[src/rtl/simon_seq_player.sv]
// Simon Says sequence memory and playback stage.
// Captures 2-bit colour codes on mem_load strobes, then replays the first
// min(play_len, count) entries as one-hot LED pulses with fixed on/off timing.
module simon_seq_player #(
  parameter int DEPTH      = 16,
  parameter int ON_CYCLES  = 8,
  parameter int OFF_CYCLES = 4
) (
  input  logic                     clk,
  input  logic                     rst_n,
  input  logic                     mem_load,
  input  logic [1:0]               mem_load_val,
  input  logic                     clear,
  input  logic                     play_start,
  input  logic [$clog2(DEPTH):0]   play_len,
  output logic [3:0]               led,
  output logic                     busy,
  output logic                     done,
  output logic [$clog2(DEPTH):0]   count,
  output logic                     full
);

  localparam int AW   = $clog2(DEPTH);
  localparam int CW   = AW + 1;
  localparam int TMAX = (ON_CYCLES > OFF_CYCLES) ? ON_CYCLES : OFF_CYCLES;
  localparam int TW   = (TMAX > 1) ? $clog2(TMAX) : 1;

  localparam logic [TW-1:0] ON_LD  = TW'(ON_CYCLES - 1);
  localparam logic [TW-1:0] OFF_LD = TW'(OFF_CYCLES - 1);

  localparam logic [1:0] S_IDLE = 2'd0;
  localparam logic [1:0] S_ON   = 2'd1;
  localparam logic [1:0] S_OFF  = 2'd2;
  localparam logic [1:0] S_DONE = 2'd3;

  logic [1:0]    mem_q [DEPTH];
  logic [1:0]    state_q, state_d;
  logic [TW-1:0] timer_q, timer_d;
  logic [AW-1:0] idx_q, idx_d;
  logic [CW-1:0] len_q, len_d;
  logic [CW-1:0] count_q, count_d;
  logic [CW-1:0] eff_len;
  logic          wr_en;
  logic          last;

  assign full    = (count_q == CW'(DEPTH));
  assign busy    = (state_q == S_ON) || (state_q == S_OFF);
  assign done    = (state_q == S_DONE);
  assign count   = count_q;
  assign eff_len = (play_len < count_q) ? play_len : count_q;
  assign wr_en   = mem_load && !full && !busy && !clear;
  assign last    = ({1'b0, idx_q} == (len_q - CW'(1)));

  // Drive the LED for the current entry only while in the ON state.
  always_comb begin
    led = '0;
    if (state_q == S_ON) led[mem_q[idx_q]] = 1'b1;
  end

  // Sequence memory write port; contents are not reset, count gates validity.
  always_ff @(posedge clk) begin
    if (wr_en) mem_q[count_q[AW-1:0]] <= mem_load_val;
  end

  // Playback FSM and write-pointer next state; clear overrides everything.
  always_comb begin
    state_d = state_q;
    timer_d = timer_q;
    idx_d   = idx_q;
    len_d   = len_q;
    count_d = count_q;
    if (wr_en) count_d = count_q + CW'(1);
    unique case (state_q)
      S_IDLE: begin
        if (play_start) begin
          if (eff_len != '0) begin
            len_d   = eff_len;
            idx_d   = '0;
            timer_d = ON_LD;
            state_d = S_ON;
          end else begin
            state_d = S_DONE;
          end
        end
      end
      S_ON: begin
        if (timer_q == '0) begin
          timer_d = OFF_LD;
          state_d = S_OFF;
        end else begin
          timer_d = timer_q - TW'(1);
        end
      end
      S_OFF: begin
        if (timer_q == '0) begin
          if (last) begin
            state_d = S_DONE;
          end else begin
            idx_d   = idx_q + AW'(1);
            timer_d = ON_LD;
            state_d = S_ON;
          end
        end else begin
          timer_d = timer_q - TW'(1);
        end
      end
      default: state_d = S_IDLE;
    endcase
    if (clear) begin
      count_d = '0;
      state_d = S_IDLE;
    end
  end

  // State registers with asynchronous active-low reset.
  always_ff @(posedge clk or negedge rst_n) begin
    if (!rst_n) begin
      state_q <= S_IDLE;
      timer_q <= '0;
      idx_q   <= '0;
      len_q   <= '0;
      count_q <= '0;
    end else begin
      state_q <= state_d;
      timer_q <= timer_d;
      idx_q   <= idx_d;
      len_q   <= len_d;
      count_q <= count_d;
    end
  end

endmodule

[config.mk]
export PLATFORM = sky130hd
export DESIGN_NAME = simon_seq_player
export DESIGN_NICKNAME = d
export VERILOG_FILES = /design/src/rtl/simon_seq_player.sv
export SDC_FILE = /design/constraint.sdc
export NUM_CORES = 1
export LEC_CHECK = 0
export ABC_CLOCK_PERIOD_IN_PS = 4220
export BUFFER_PORTS_ARGS = -buffer_cell sky130_fd_sc_hd__buf_2
export CAP_MARGIN = 20
export CORE_MARGIN = 2
export CORE_UTILIZATION = 40
export DETAILED_ROUTE_END_ITERATION = 8
export SYNTH_ARGS = -nofsm -noshare
export SYNTH_HDL_FRONTEND = slang
export SYNTH_SLANG_ARGS = --single-unit
[constraint.sdc]
create_clock -name clk -period 4.22 [get_ports clk]
set_input_delay 0 -clock clk [delete_from_list [all_inputs] [get_ports clk]]
set_output_delay 0 -clock clk [all_outputs]
set_load 0.02 [all_outputs]
### Word-level counts from Yosys, hierarchy flattened

Memories as Yosys holds them, arrays and structs flattened.
Cells that the tools add are included.

* logic and storage cells: 70
* memories kept: 1
* bits of input ports: 12
* output and inout bits: 12
* memory bits (writable): 32
* bits in registers: 19

* muxes and demuxes: 26
* $add $sub $neg: 4
* reductions and logical operators: 18
* $lt $le $gt $ge: 3
* eq/ne operators: 13

Memories
* mem_q: depth 16, bits a word 2, rd ports 1, clocked after Yosys merged registers in 0, wr ports 1, RTL line 36 `logic [1:0] mem_q [DEPTH];`

Operator list (number)
* $mux 4: 5
* $mux 3: 5
* $mux 5: 3
* $mux 2: 6
* $pmux 3 s3: 1
* $pmux 4 s2: 1
* $ne 2x2->1 const B: 3
* $ne 3x2->1 const B: 2
* $ne 3x3->1 const B: 2
* $pmux 2 s3: 1
* $reduce_and 3->1: 2
* $add 5x1->5 const B: 1
* $eq 4x5->1: 1
* $eq 5x5->1 const B: 1
* $lt 5x5->1: 1
* $reduce_and 5->1: 1
* $reduce_bool 5->1: 1
* $sub 5x1->5 const B: 1
* $add 4x1->4 const B: 1
* $eq 2x2->1 const B: 2
* $logic_and 1x1->1: 4
* $reduce_and 4->1: 1
* $reduce_bool 2->1: 2
* $logic_not 1->1: 3
* other kinds (11): 13

### Longest topological paths before layout

* depth after elaboration: 7
* mapped depth: 9
* mapped depth without buffers: 8

### Worst setup path before layout

No wires, ideal clock.

* path kind: register -> register
* start point: register count_q[2] (netlist: count[2])
* end point: register idx_q[0]
* period minus slack after synthesis: 2395 ps
* buffers on the path: 0
* setup time: 125 ps
* setup slack: 1825 ps
* stages on the path, launching flop included: 9
* arrival time: 2270 ps
* required time: 4095 ps
* path through: dfrtp_1 inv_1 ha_1 nand2_1 o21ai_1 and3_4 o21ai_4 nor4_1 mux2_2

* longest elaborated chain between the ends: 5

Ends and longest elaborated chain
* start, declared: RTL line 41 `logic [CW-1:0] count_q, count_d;`
* start signal, assigned: RTL line 128 `count_q <= count_d;`
* $lt 5x5->1: RTL line 50 `assign eff_len = (play_len < count_q) ? play_len : count_q;`
* $mux 5 (*): RTL line 50
* $reduce_bool 5->1 (*): RTL line 76 `if (eff_len != '0) begin`
* $ne 2x2->1 (no line) (*)
* $reduce_and 5->1 (no line) (*)
* end signal, assigned: RTL line 126 `idx_q <= idx_d;`
* end, declared: RTL line 39 `logic [AW-1:0] idx_q, idx_d;`

Every way passes the cells marked *; elsewhere a longest branch is shown, timed or not.
A chain may end at the register's enable or synchronous reset.

### Worst setup path in the final report

* start point: register count_q[2] (netlist: count[2])
* end point: register timer_q[0]

* longest elaborated chain between the ends: 5

Ends and longest elaborated chain
* $lt 5x5->1: RTL line 50
* $mux 5 (*): RTL line 50
* $reduce_bool 5->1 (*): RTL line 76
* $ne 2x2->1 (no line) (*)
* $reduce_and 4->1 (no line) (*)
* end signal, assigned: RTL line 125 `timer_q <= timer_d;`
* end, declared: RTL line 38 `logic [TW-1:0] timer_q, timer_d;`

Marked as above.

==> results.json <==
{
  "ys_types": 49,
  "grt_use_total_pct": 15.4,
  "num_vias": 1881,
  "via_per_inst": 5.21,
  "r2r_cells": 9,
  "placed_area_mm2": 0.00301,
  "cts_htree_levels": 2,
  "finalCriticalPeriod_ns": 2.68,
  "slew_viol_final": 0,
  "final_util_pct": 46.0,
  "r2r_slack_ns": 1.54,
  "rows": 30,
  "hold_slack_ns": 0.0376,
  "io_buffers": 23,
  "diodes": 0,
  "antenna_found_initial": 0,
  "synth_edf_count": 32,
  "syn_nets": 267,
  "grt-ovfl-total": 0,
  "grt_max_degree": 20,
  "final_common_cell": "edfxtp_1",
  "crit_fanout": 12,
  "ant_nets": 0,
  "r2r-start": "count[2]",
  "min-delay-path-class": "in2reg",
  "hold_viol": 0,
  "cts_made_buffers": 5,
  "min_from": "play_len[4]",
  "ys.warnings.count": 0,
  "cts-root-buf": "clkbuf_8",
  "rsz0062_at_grt": "false",
  "busiest_layer": "met2",
  "start_util_pct": 41.3,
  "num-fill-cells": 646,
  "grt_pass1_wl_mm": 9.00,
  "ir_drop_mv": 0.218,
  "cp.arrival_ns": 2.88,
  "clk_pin_slew_ns": 0.10,
  "whs_endpoint": "len_q[4]",
  "worst_ep_required_time_ns": 4.42,
  "postCtsSetupRepairBufs": 0,
  "p_total_mw": 1.62,
  "syn-cell-area_mm2": 0.00280,
  "final_area_mm2": 0.00312,
  "period_share_pct": 63.4,
  "regArea_mm2": 0.00144,
  "nets": 292,
  "die_area_mm2": 0.00770,
  "io-pin-count": 24,
  "cts_buffer_depth": 2,
  "clock-skew-final_ns": 0.00986,
  "critPathLaunchType": "register",
  "globalplace.congestion": 0.842,
  "insertion_delay_ns": 0.31,
  "grt_pass1_vias": 1837,
  "tns_ns": 0,
  "grtUsageMet1_pct": 20.9,
  "dp_hpwl_mm": 4.13,
  "status": "finished, final reports clean",
  "multiInputGateArea_mm2": 0.00129,
  "synthCells": 239,
  "die_x_um": 87.7,
  "ys_seq_elements": 51,
  "wl_per_cell_um": 15.2,
  "critPathKind": "reg2reg",
  "final_layout_size_suffix_gt1_share_pct": 20.0,
  "drt_iter0_drc": 88,
  "cp-end-kind": "register",
  "path_cells": "inv_1, ha_1, a21oi_1, o21ai_1, a31oi_1, buf_4, mux2i_1, a22oi_1, o32a_1",
  "use_met2_pct": 25.0,
  "synthArstFlopShare_pct": 37.3,
  "core_area_mm2": 0.00679,
  "timing.slew.headroom_pct": 49.1,
  "ys.flop_type": "edfxtp_1",
  "tritoncts": "built",
  "holdPathStages": 3,
  "setup_viol": 0,
  "fmax_ghz": 0.374,
  "yosysSeqAreaShare_pct": 51.2,
  "power_density_mw_per_mm2": 519,
  "route.detailed.drc": 0,
  "final_cell_mix": "32 x edfxtp_1, 31 x nor2_1, 23 x buf_2, 22 x nand2_1, 19 x dfrtp_1",
  "cts.sink_count": 51,
  "maxCapViolCount": 0,
  "die_h_um": 87.7,
  "timing.rr.end": "timer_q[0]",
  "area_delta_synth_final_pct": 11.4,
  "met3_usage_pct": 3.11,
  "drt_pass1_iterations": 4,
  "syn_avg_cell_area_um2": 11.7,
  "slowest_delay_ns": 0.65,
  "leakage_nw": 1.19,
  "cp_slowest_cell": "mux2i_1",
  "finalWirelength_mm": 5.48,
  "max_slew.worst_pin.slew_ns": 0.743
}
how the worst max path moves through the flow:
| stage | slack (ns) | endpoint | cells past startpoint | from |
|---|---|---|---|---|
| 6_report | 1.54 | timer_q[0] | 9 | count[2] |
| 4_1_cts | 1.52 | led[0] | 4 | idx_q[0] |
| 5_1_grt | 1.22 | timer_q[0] | 9 | count[2] |
| 2_1_floorplan | 1.83 | idx_q[0] | 8 | count[2] |
| 3_5_place_dp | 1.55 | timer_q[0] | 9 | count[2] |
| 3_3_place_gp | 1.66 | timer_q[0] | 9 | count[2] |
per-stage QoR:
step	std cells	setup WS, ns
finish	361	1.54
CTS	361	1.52
detailed placement	351	1.55
global placement	351	1.66
floorplan	239	1.83
global route	361	1.22
cell type report:
type	instances	area share, %
flip-flops and latches	51	46.0
multi-input cells	168	41.2
repair buffers	26	4.57
well taps	96	3.84
clock buffers	5	2.20
inverters	12	1.44
clock inverters	3	0.801
synth_stat cells (2+ instances only):
master,number,share of area (%)
and3_1,2,0.45
clkbuf_1,5,0.67
xnor2_1,6,1.9
xor2_1,3,0.94
nand3_1,3,0.54
nor3_1,4,0.71
inv_1,12,1.6
nor2_1,31,4.1
a21oi_1,15,2.7
o41ai_1,2,0.62
nand3b_1,4,1.1
mux4_2,10,8.0
nand4_1,3,0.67
dfrtp_1,19,17
edfxtp_1,32,34
nor2b_1,5,1.1
o32a_1,2,0.71
nand2_1,22,2.9
a211oi_1,2,0.54
mux2i_1,3,1.1
nand2b_1,4,0.89
o21ai_0,8,1.4
ha_1,16,7.1
power by group:
part,switching [mW],total [mW],internal (mW),leakage [nW]
clock network,0.174,0.295,0.121,0.0452
logic,0.366,0.663,0.296,0.604
registers,0.0749,0.664,0.589,0.538
flip-flops by register name, indices dropped and copies added, names as in the netlist:
name / count
count: 5
idx_q: 4
len_q: 5
mem_q: 32
state_q: 2
timer_q: 3
critical path: cells and delay by family (launching register included):
family | cells | cell delay (ns)
fa+ha+maj | 1 | 0.30
buf+inv | 2 | 0.37
mux | 1 | 0.65
flops | 1 | 0.44
compound gates | 5 | 0.83
per-layer routing:
layer	share of wire, %	routed length [um]
met5	0	0
met4	1.6	90
met3	3.3	182
met2	47	2590
met1	48	2620
cell families (layout without fill, tap and decap cells):
kind of cell / Yosys count / count (layout) / synth area share (%)
XOR/XNOR: 9 / 9 / 2.81
AO/OA/AOI/OAI: 41 / 41 / 10.4
multiplexers: 14 / 14 / 9.50
flip-flops: 51 / 51 / 51.2
adder cells (fa/ha/maj): 16 / 16 / 7.14
buffers and inverters: 20 / 46 / 2.90
AND/OR/NAND/NOR: 88 / 88 / 16.0
timing repair:
item	in CTS	in global routing
hold buffers	2	0
resized for setup	0	0
hold endpoints to repair	26	0
endpoints found under the setup margin	0	0
Note: power is estimated with default switching activity, not from simulation.
